--- src/rtl/mem_arbiter.sv ---
// mem_arbiter: round-robin arbiter sharing one memory bus slave among NUM_REQ masters.
// Each grant runs IDLE -> BUSY -> RELEASE; every downstream output is registered.
// Optional build macro MEM_ARBITER_TIMEOUT_EN adds a BUSY watchdog that aborts a
// transaction after TIMEOUT_CYCLES cycles without ack_i.
module mem_arbiter #(
    parameter int unsigned NUM_REQ        = 2,
    parameter int unsigned TIMEOUT_CYCLES = 255
) (
    input  logic                    clk,
    input  logic                    reset_i,
    input  logic [NUM_REQ-1:0]      req_sel_i,
    input  logic [32*NUM_REQ-1:0]   req_addr_i,
    input  logic [NUM_REQ-1:0]      req_we_i,
    input  logic [4*NUM_REQ-1:0]    req_wr_mask_i,
    input  logic [32*NUM_REQ-1:0]   req_data_i,
    output logic [31:0]             req_data_o,
    output logic [NUM_REQ-1:0]      req_ack_o,
    output logic                    sel_o,
    output logic [31:0]             addr_o,
    output logic                    we_o,
    output logic [3:0]              wr_mask_o,
    output logic [31:0]             data_out_o,
    input  logic [31:0]             data_in_i,
    input  logic                    ack_i,
    output logic                    timeout_o
);

    localparam int unsigned IDX_W = (NUM_REQ > 1) ? $clog2(NUM_REQ) : 1;

    typedef enum logic [1:0] {StIdle, StBusy, StRelease} state_e;

    state_e             state;
    logic [IDX_W-1:0]   grant;
    logic [IDX_W-1:0]   last_grant;

    logic               any_req;
    logic [IDX_W-1:0]   winner;
    int unsigned        cand;
    logic [IDX_W-1:0]   cand_idx;
    logic [31:0]        win_addr;
    logic               win_we;
    logic [3:0]         win_mask;
    logic [31:0]        win_data;
    logic [NUM_REQ-1:0] grant_onehot;

`ifdef MEM_ARBITER_TIMEOUT_EN
    localparam int unsigned TO_W = (TIMEOUT_CYCLES > 255) ? 16 : 8;

    logic [TO_W-1:0]    to_cnt;
    logic               timeout_q;

    assign timeout_o = timeout_q;
`else
    // Without the watchdog the parameter has no effect and the pulse never fires.
    assign timeout_o = 1'b0 & (TIMEOUT_CYCLES == 0);
`endif

    // Rotating-priority search starting just after the last granted requester.
    always_comb begin
        any_req  = 1'b0;
        winner   = '0;
        cand     = 0;
        cand_idx = '0;
        win_addr = '0;
        win_we   = 1'b0;
        win_mask = '0;
        win_data = '0;
        for (int unsigned i = 0; i < NUM_REQ; i++) begin
            cand     = (32'(last_grant) + i + 1) % NUM_REQ;
            cand_idx = IDX_W'(cand);
            if (!any_req && req_sel_i[cand_idx]) begin
                any_req  = 1'b1;
                winner   = cand_idx;
                win_addr = req_addr_i[32*cand +: 32];
                win_we   = req_we_i[cand_idx];
                win_mask = req_wr_mask_i[4*cand +: 4];
                win_data = req_data_i[32*cand +: 32];
            end
        end
    end

    // One-hot ack pattern for the current grantee.
    always_comb begin
        grant_onehot        = '0;
        grant_onehot[grant] = 1'b1;
    end

    // Arbitration FSM with registered downstream bus and requester-side outputs.
    always_ff @(posedge clk) begin
        if (reset_i) begin
            state      <= StIdle;
            grant      <= '0;
            last_grant <= IDX_W'(NUM_REQ - 1);
            sel_o      <= 1'b0;
            addr_o     <= '0;
            we_o       <= 1'b0;
            wr_mask_o  <= 4'b1111;
            data_out_o <= '0;
            req_data_o <= '0;
            req_ack_o  <= '0;
`ifdef MEM_ARBITER_TIMEOUT_EN
            to_cnt     <= '0;
            timeout_q  <= 1'b0;
`endif
        end else begin
            case (state)
                StIdle: begin
                    if (any_req) begin
                        grant      <= winner;
                        sel_o      <= 1'b1;
                        addr_o     <= win_addr;
                        we_o       <= win_we;
                        wr_mask_o  <= win_mask;
                        data_out_o <= win_data;
`ifdef MEM_ARBITER_TIMEOUT_EN
                        to_cnt     <= '0;
`endif
                        state      <= StBusy;
                    end
                end
                StBusy: begin
                    // Requester inputs are ignored here; the latched transaction always finishes.
                    if (ack_i) begin
                        sel_o      <= 1'b0;
                        we_o       <= 1'b0;
                        req_data_o <= data_in_i;
                        req_ack_o  <= grant_onehot;
                        last_grant <= grant;
                        state      <= StRelease;
                    end
`ifdef MEM_ARBITER_TIMEOUT_EN
                    else if (to_cnt == TO_W'(TIMEOUT_CYCLES - 1)) begin
                        sel_o      <= 1'b0;
                        we_o       <= 1'b0;
                        req_data_o <= 32'hFFFF_FFFF;
                        req_ack_o  <= grant_onehot;
                        timeout_q  <= 1'b1;
                        last_grant <= grant;
                        state      <= StRelease;
                    end else begin
                        to_cnt <= to_cnt + TO_W'(1);
                    end
`endif
                end
                StRelease: begin
                    // Dead cycle lets the acked requester drop its sel before re-arbitration.
                    req_ack_o <= '0;
`ifdef MEM_ARBITER_TIMEOUT_EN
                    timeout_q <= 1'b0;
`endif
                    state     <= StIdle;
                end
                default: state <= StIdle;
            endcase
        end
    end

endmodule
--- config.mk ---
export PLATFORM = sky130hd
export DESIGN_NAME = mem_arbiter
export DESIGN_NICKNAME = d
export VERILOG_FILES = /design/src/rtl/mem_arbiter.sv
export SDC_FILE = /design/constraint.sdc
export NUM_CORES = 1
export LEC_CHECK = 0
export ABC_AREA = 1
export CAP_MARGIN = 25
export CORE_MARGIN = 1.5
export CORE_UTILIZATION = 44
export CTS_BUF_LIST = sky130_fd_sc_hd__clkbuf_8
export DETAILED_ROUTE_END_ITERATION = 16
export GPL_ROUTABILITY_DRIVEN = 0
export GPL_TIMING_DRIVEN = 1
export PLACE_DENSITY_LB_ADDON = 0.12
export SYNTH_ARGS = -nofsm -noshare
export SYNTH_HDL_FRONTEND = slang
export SYNTH_SLANG_ARGS = --single-unit
--- constraint.sdc ---
create_clock -name clk -period 1.5 [get_ports clk]
set_clock_uncertainty 0.05 [all_clocks]
set_input_delay 0.3 -clock clk [delete_from_list [all_inputs] [get_ports clk]]
set_output_delay 0.3 -clock clk [all_outputs]
set_load 0.01 [all_outputs]
After elaboration in Yosys (flattened, before gate mapping):

Index checks and enable logic that the tools add are counted.

* flip-flop bits (word level): 108
* input port bits: 175
* output and inout bits: 105
* logic and storage cells: 69

* add/sub/neg operators: 2
* $lt $le $gt $ge: 4
* eq/ne operators: 4
* shift-type cells: 6
* muxes and demuxes: 32
* reduce and logical (&&, ||, !) cells: 11

Operators with widths (count)
* $shiftx 64x7->32: 4
* $mux 32: 4
* $mux 1: 18
* $shiftx 8x4->4: 2
* $mux 4: 2
* $pmux 2 s2: 2
* $reduce_and 2->1: 4
* $lt 1x2->1 const B: 3
* $mux 2: 3
* $ne 2x2->1 const B: 2
* $pmux 1 s2: 2
* $reduce_bool 2->1: 2
* $reduce_and 3->1: 1
* $add 1x1->1 const B: 2
* $eq 2x1->1 const B: 1
* $eq 2x2->1 const B: 1
* $logic_and 1x1->1: 2
* $logic_not 2->1: 1
* $demux 1 s1: 1
* $ge 1x1->1 const B: 1
* $logic_not 1->1: 1

Depth between registers and ports, before layout:

* word-level depth: 9
* mapped depth: 9
* depth with buffers taken out: 7

Worst setup path after synthesis:

OpenSTA, ideal clock, no wires.

* path kind: register -> register
* start: register last_grant
* end: register data_out_o[21]
* setup time: 0.070 ns
* arrival: 1.180 ns
* data required time: 1.380 ns
* setup slack: 0.200 ns
* stages on the path, launching flop included: 9
* buffers on the path: 3
* clock period less this slack: 1.300 ns
* cell sequence: dfxtp_1 > buf_4 > inv_2 > nand2_1 > nand2_2 > buf_4 > buf_2 > a21oi_1 > a21oi_1

* cells in the longest elaborated chain, start to end: 8
* elaborated cells between the ends (all ways): 15
* classes of those cells: 2 x add/sub; 2 x shift; 8 x mux; 3 x reduce/logical

RTL lines
* from (decl): RTL line 34 `logic [IDX_W-1:0] last_grant;`
* from (signal assigned): RTL line 93 `last_grant <= IDX_W'(NUM_REQ - 1);`
* from (signal assigned): RTL line 128 `last_grant <= grant;`
* $add 1x1->1 *: RTL line 69 `cand = (32'(last_grant) + i + 1) % NUM_REQ;`
* branches (longest 7 deep; another with $add 1x1->1)
* to (signal assigned): RTL line 114 `data_out_o <= win_data;`
* to (decl): RTL line 22 `output logic [31:0] data_out_o,`

Every way passes the cells marked *. The select of a mux whose other input is x is not followed.
A chain may end at the register's enable or synchronous reset.

Worst setup path after layout:

* start: register last_grant
* end: register addr_o[13]

* cells in the longest elaborated chain, start to end: 8
* elaborated cells between the ends (all ways): 15
* classes of those cells: 2 x add/sub; 2 x shift; 8 x mux; 3 x reduce/logical

RTL lines
* $add 1x1->1 *: RTL line 69
* branches (longest 7 deep; another with $add 1x1->1)
* to (signal assigned): RTL line 111 `addr_o <= win_addr;`
* to (decl): RTL line 19 `output logic [31:0] addr_o,`

Marked as above.

==> results.json <==
{
  "ys.flop_type": "dfxtp_1",
  "htree_levels": 3,
  "clockBufferDepth": 2,
  "clock-root-buffer": "clkbuf_8",
  "synth-seq-cells": 108,
  "leakage_nw": 4.94,
  "cts_made_buffers": 9,
  "synth_top_cell_by_area": "nand2_1",
  "max_stage_delay_ns": 0.43,
  "ys_types": 19,
  "setup-violations-final": 0,
  "end_kind": "register",
  "io_pins": 280,
  "netlist_top_cells_area": "nand2_1, dfxtp_1, a21oi_1, inv_1, buf_2",
  "use_met1": 0.300,
  "dp_slack_ns": -0.338,
  "grt-busiest-layer": "met2",
  "critPathArrivalTime_ns": 1.73,
  "io_buffers": 278,
  "yosys_warnings": 0,
  "netlist_area_sq_um": 6420,
  "tns_ns": 0,
  "grt_pass1_vias": 6812,
  "path_clk_slew_ns": 0.12,
  "path_class": "reg -> reg",
  "cts_sinks": 108,
  "synth_edf_count": 0,
  "netlist.area_leader.share": 0.411,
  "cp_slowest_cell": "dfxtp_4",
  "power_mw": 8.04,
  "rows": 43,
  "antenna_found_initial": 1,
  "start_kind": "register",
  "worst_slack_ns": 0.0575,
  "grt_first_pass_wirelength_mm": 31.3,
  "synthCells": 1153,
  "fin_crit_ns": 1.44,
  "syn_to_final_growth_pct": 50.4,
  "cap_violations": 0,
  "die_x_um": 124,
  "post-route-period-util": 0.962,
  "drive_gt1_frac": 0.0449,
  "post-synth-top-count-cell": "nand2_1",
  "placed_cells": 1561,
  "grtUsageMet2": 0.445,
  "routed_wl_mm": 20.7,
  "crit_path_max_fanout": 15,
  "synth_area_per_cell_sq_um": 5.56,
  "vias": 7682,
  "fin_nets": 1572,
  "ys_seq_area_frac": 0.337,
  "clk_latency_ns": 0.40,
  "instances_no_fill": 1583,
  "drtIter0Drc": 382,
  "async_reset_ff_frac": 0,
  "grt_max_degree": 105,
  "dr.pass1.iters": 4,
  "cpMostUsedCell": "nand2_1",
  "dieArea_sq_um": 15300,
  "detail-route-antenna-nets": 0,
  "path_cells": "inv_6 -> nand2_1 -> nand2_2 -> nor2_4 -> buf_12 -> clkbuf_16 -> nand2_1 -> a21oi_1",
  "synth_common_cells": "nand2_1, a21oi_1, dfxtp_1",
  "synth_nets": 1328,
  "status": "finished, final reports clean",
  "timing.final.hold_violations": 0,
  "drv_slew": 0,
  "peakVddDrop_mv": 0.654,
  "core_area_sq_um": 14000,
  "fmax_ghz": 0.693,
  "viasPerCell": 4.85,
  "grt-ovfl-total": 0,
  "initial_utilization": 0.457,
  "hold_class": "in -> reg",
  "dpl.hpwl_mm": 14.0,
  "use_met3": 0.0682,
  "grtUsageTotal": 0.255,
  "drc": 0,
  "avgRoutedWirePerCell_um": 13.1,
  "die_y_um": 124,
  "cts_tree": "built",
  "crit_required_ns": 1.78,
  "power.density_nw_per_um2": 833
}
[layer usage]
| layer | vias up | part of all wire | wire (um) |
|---|---|---|---|
| met5 | - | 0 | 0 |
| met4 | 0 | 0.029 | 593 |
| met3 | 41 | 0.081 | 1670 |
| met2 | 254 | 0.48 | 9930 |
| met1 | 3385 | 0.41 | 8540 |
| li1 | 4002 | - | - |
[cells by family (layout without fill, tap and decap cells)]
| logic type | Yosys count | in the layout | synth area share |
|---|---|---|---|
| and+or+nand+nor | 718 | 718 | 0.423 |
| other | 1 | 2 | 0.000584 |
| AOI/OAI and AO/OA | 173 | 173 | 0.135 |
| DFF | 108 | 108 | 0.337 |
| buffers and inverters | 153 | 402 | 0.104 |
[sequential cells by signal (all words and copies together) (netlist names)]
signal      cells
state           2
grant           1
wr_mask_o       4
last_grant      1
data_out_o     32
we_o            1
req_data_o     32
req_ack_o       2
sel_o           1
addr_o         32
[metrics by stage]
| stage | utilization | instance area, sq um | hold WS, ns |
|---|---|---|---|
| 6_report | 0.687 | 9650 | 0.386 |
| 5_1_grt | 0.687 | 9650 | 0.377 |
| 4_1_cts | 0.676 | 9490 | 0.362 |
| 3_5_place_dp | 0.670 | 9410 | 0.402 |
| 3_3_place_gp | 0.670 | 9410 | 0.397 |
| 2_1_floorplan | - | 6420 | 0.390 |
[path summary, 6_finish.rpt]
check	slack (ns)	cells past startpoint	startpoint	endpoint
setup / recovery	0.06	8	last_grant	addr_o[13]
hold / removal	0.39	3	data_in_i[29]	req_data_o[29]
setup reg to reg	0.06	8	last_grant	addr_o[13]
hold reg to reg	0.42	2	req_data_o[4]	req_data_o[4]
[final cells by class]
type	count	area, sq um
inverter	73	279
clock buffer	9	124
multi-input combinational	892	3610
clock inverter	7	83.8
tap	180	225
fill	1326	4390
timing repair buffer	313	3150
antenna	1	2.50
sequential	108	2170
[cells in the final DEF, fill, tap and decap left out, drive strengths merged]
cell / instances
nand2: 704
clkdlybuf4s50: 173
a21oi: 171
dfxtp: 108
dlygate4sd2: 104
inv: 76
buf: 32
clkbuf: 12
nand3: 8
nor2: 5
clkinv: 4
diode: 1
o21ai: 1
or2: 1
o211ai: 1
conb: 1
dlymetal6s2s: 1
[critical path: cells and delay by family, from the launching register on]
| kind | cells | cell delay, ns |
|---|---|---|
| flip-flops | 1 | 0.43 |
| AND/OR/NAND/NOR | 4 | 0.35 |
| AO/OA/AOI/OAI | 1 | 0.15 |
| buffers and inverters | 3 | 0.40 |
[what timing repair did]
| action | in CTS | in global routing |
|---|---|---|
| gates resized for setup | 106 | 12 |
| buffers inserted | 0 | 2 |
| cloned | 0 | 3 |
| endpoints found under the setup margin | 104 | 27 |
| pin swaps | 0 | 1 |
| hold buffers | 0 | 0 |
[power by group]
| part | internal [mW] | switching (mW) | total [mW] |
|---|---|---|---|
| logic | 1.36 | 1.51 | 2.87 |
| clock network | 0.676 | 1.19 | 1.86 |
| registers | 3.15 | 0.152 | 3.30 |
No activity file was read; power rests on OpenSTA's default activity.
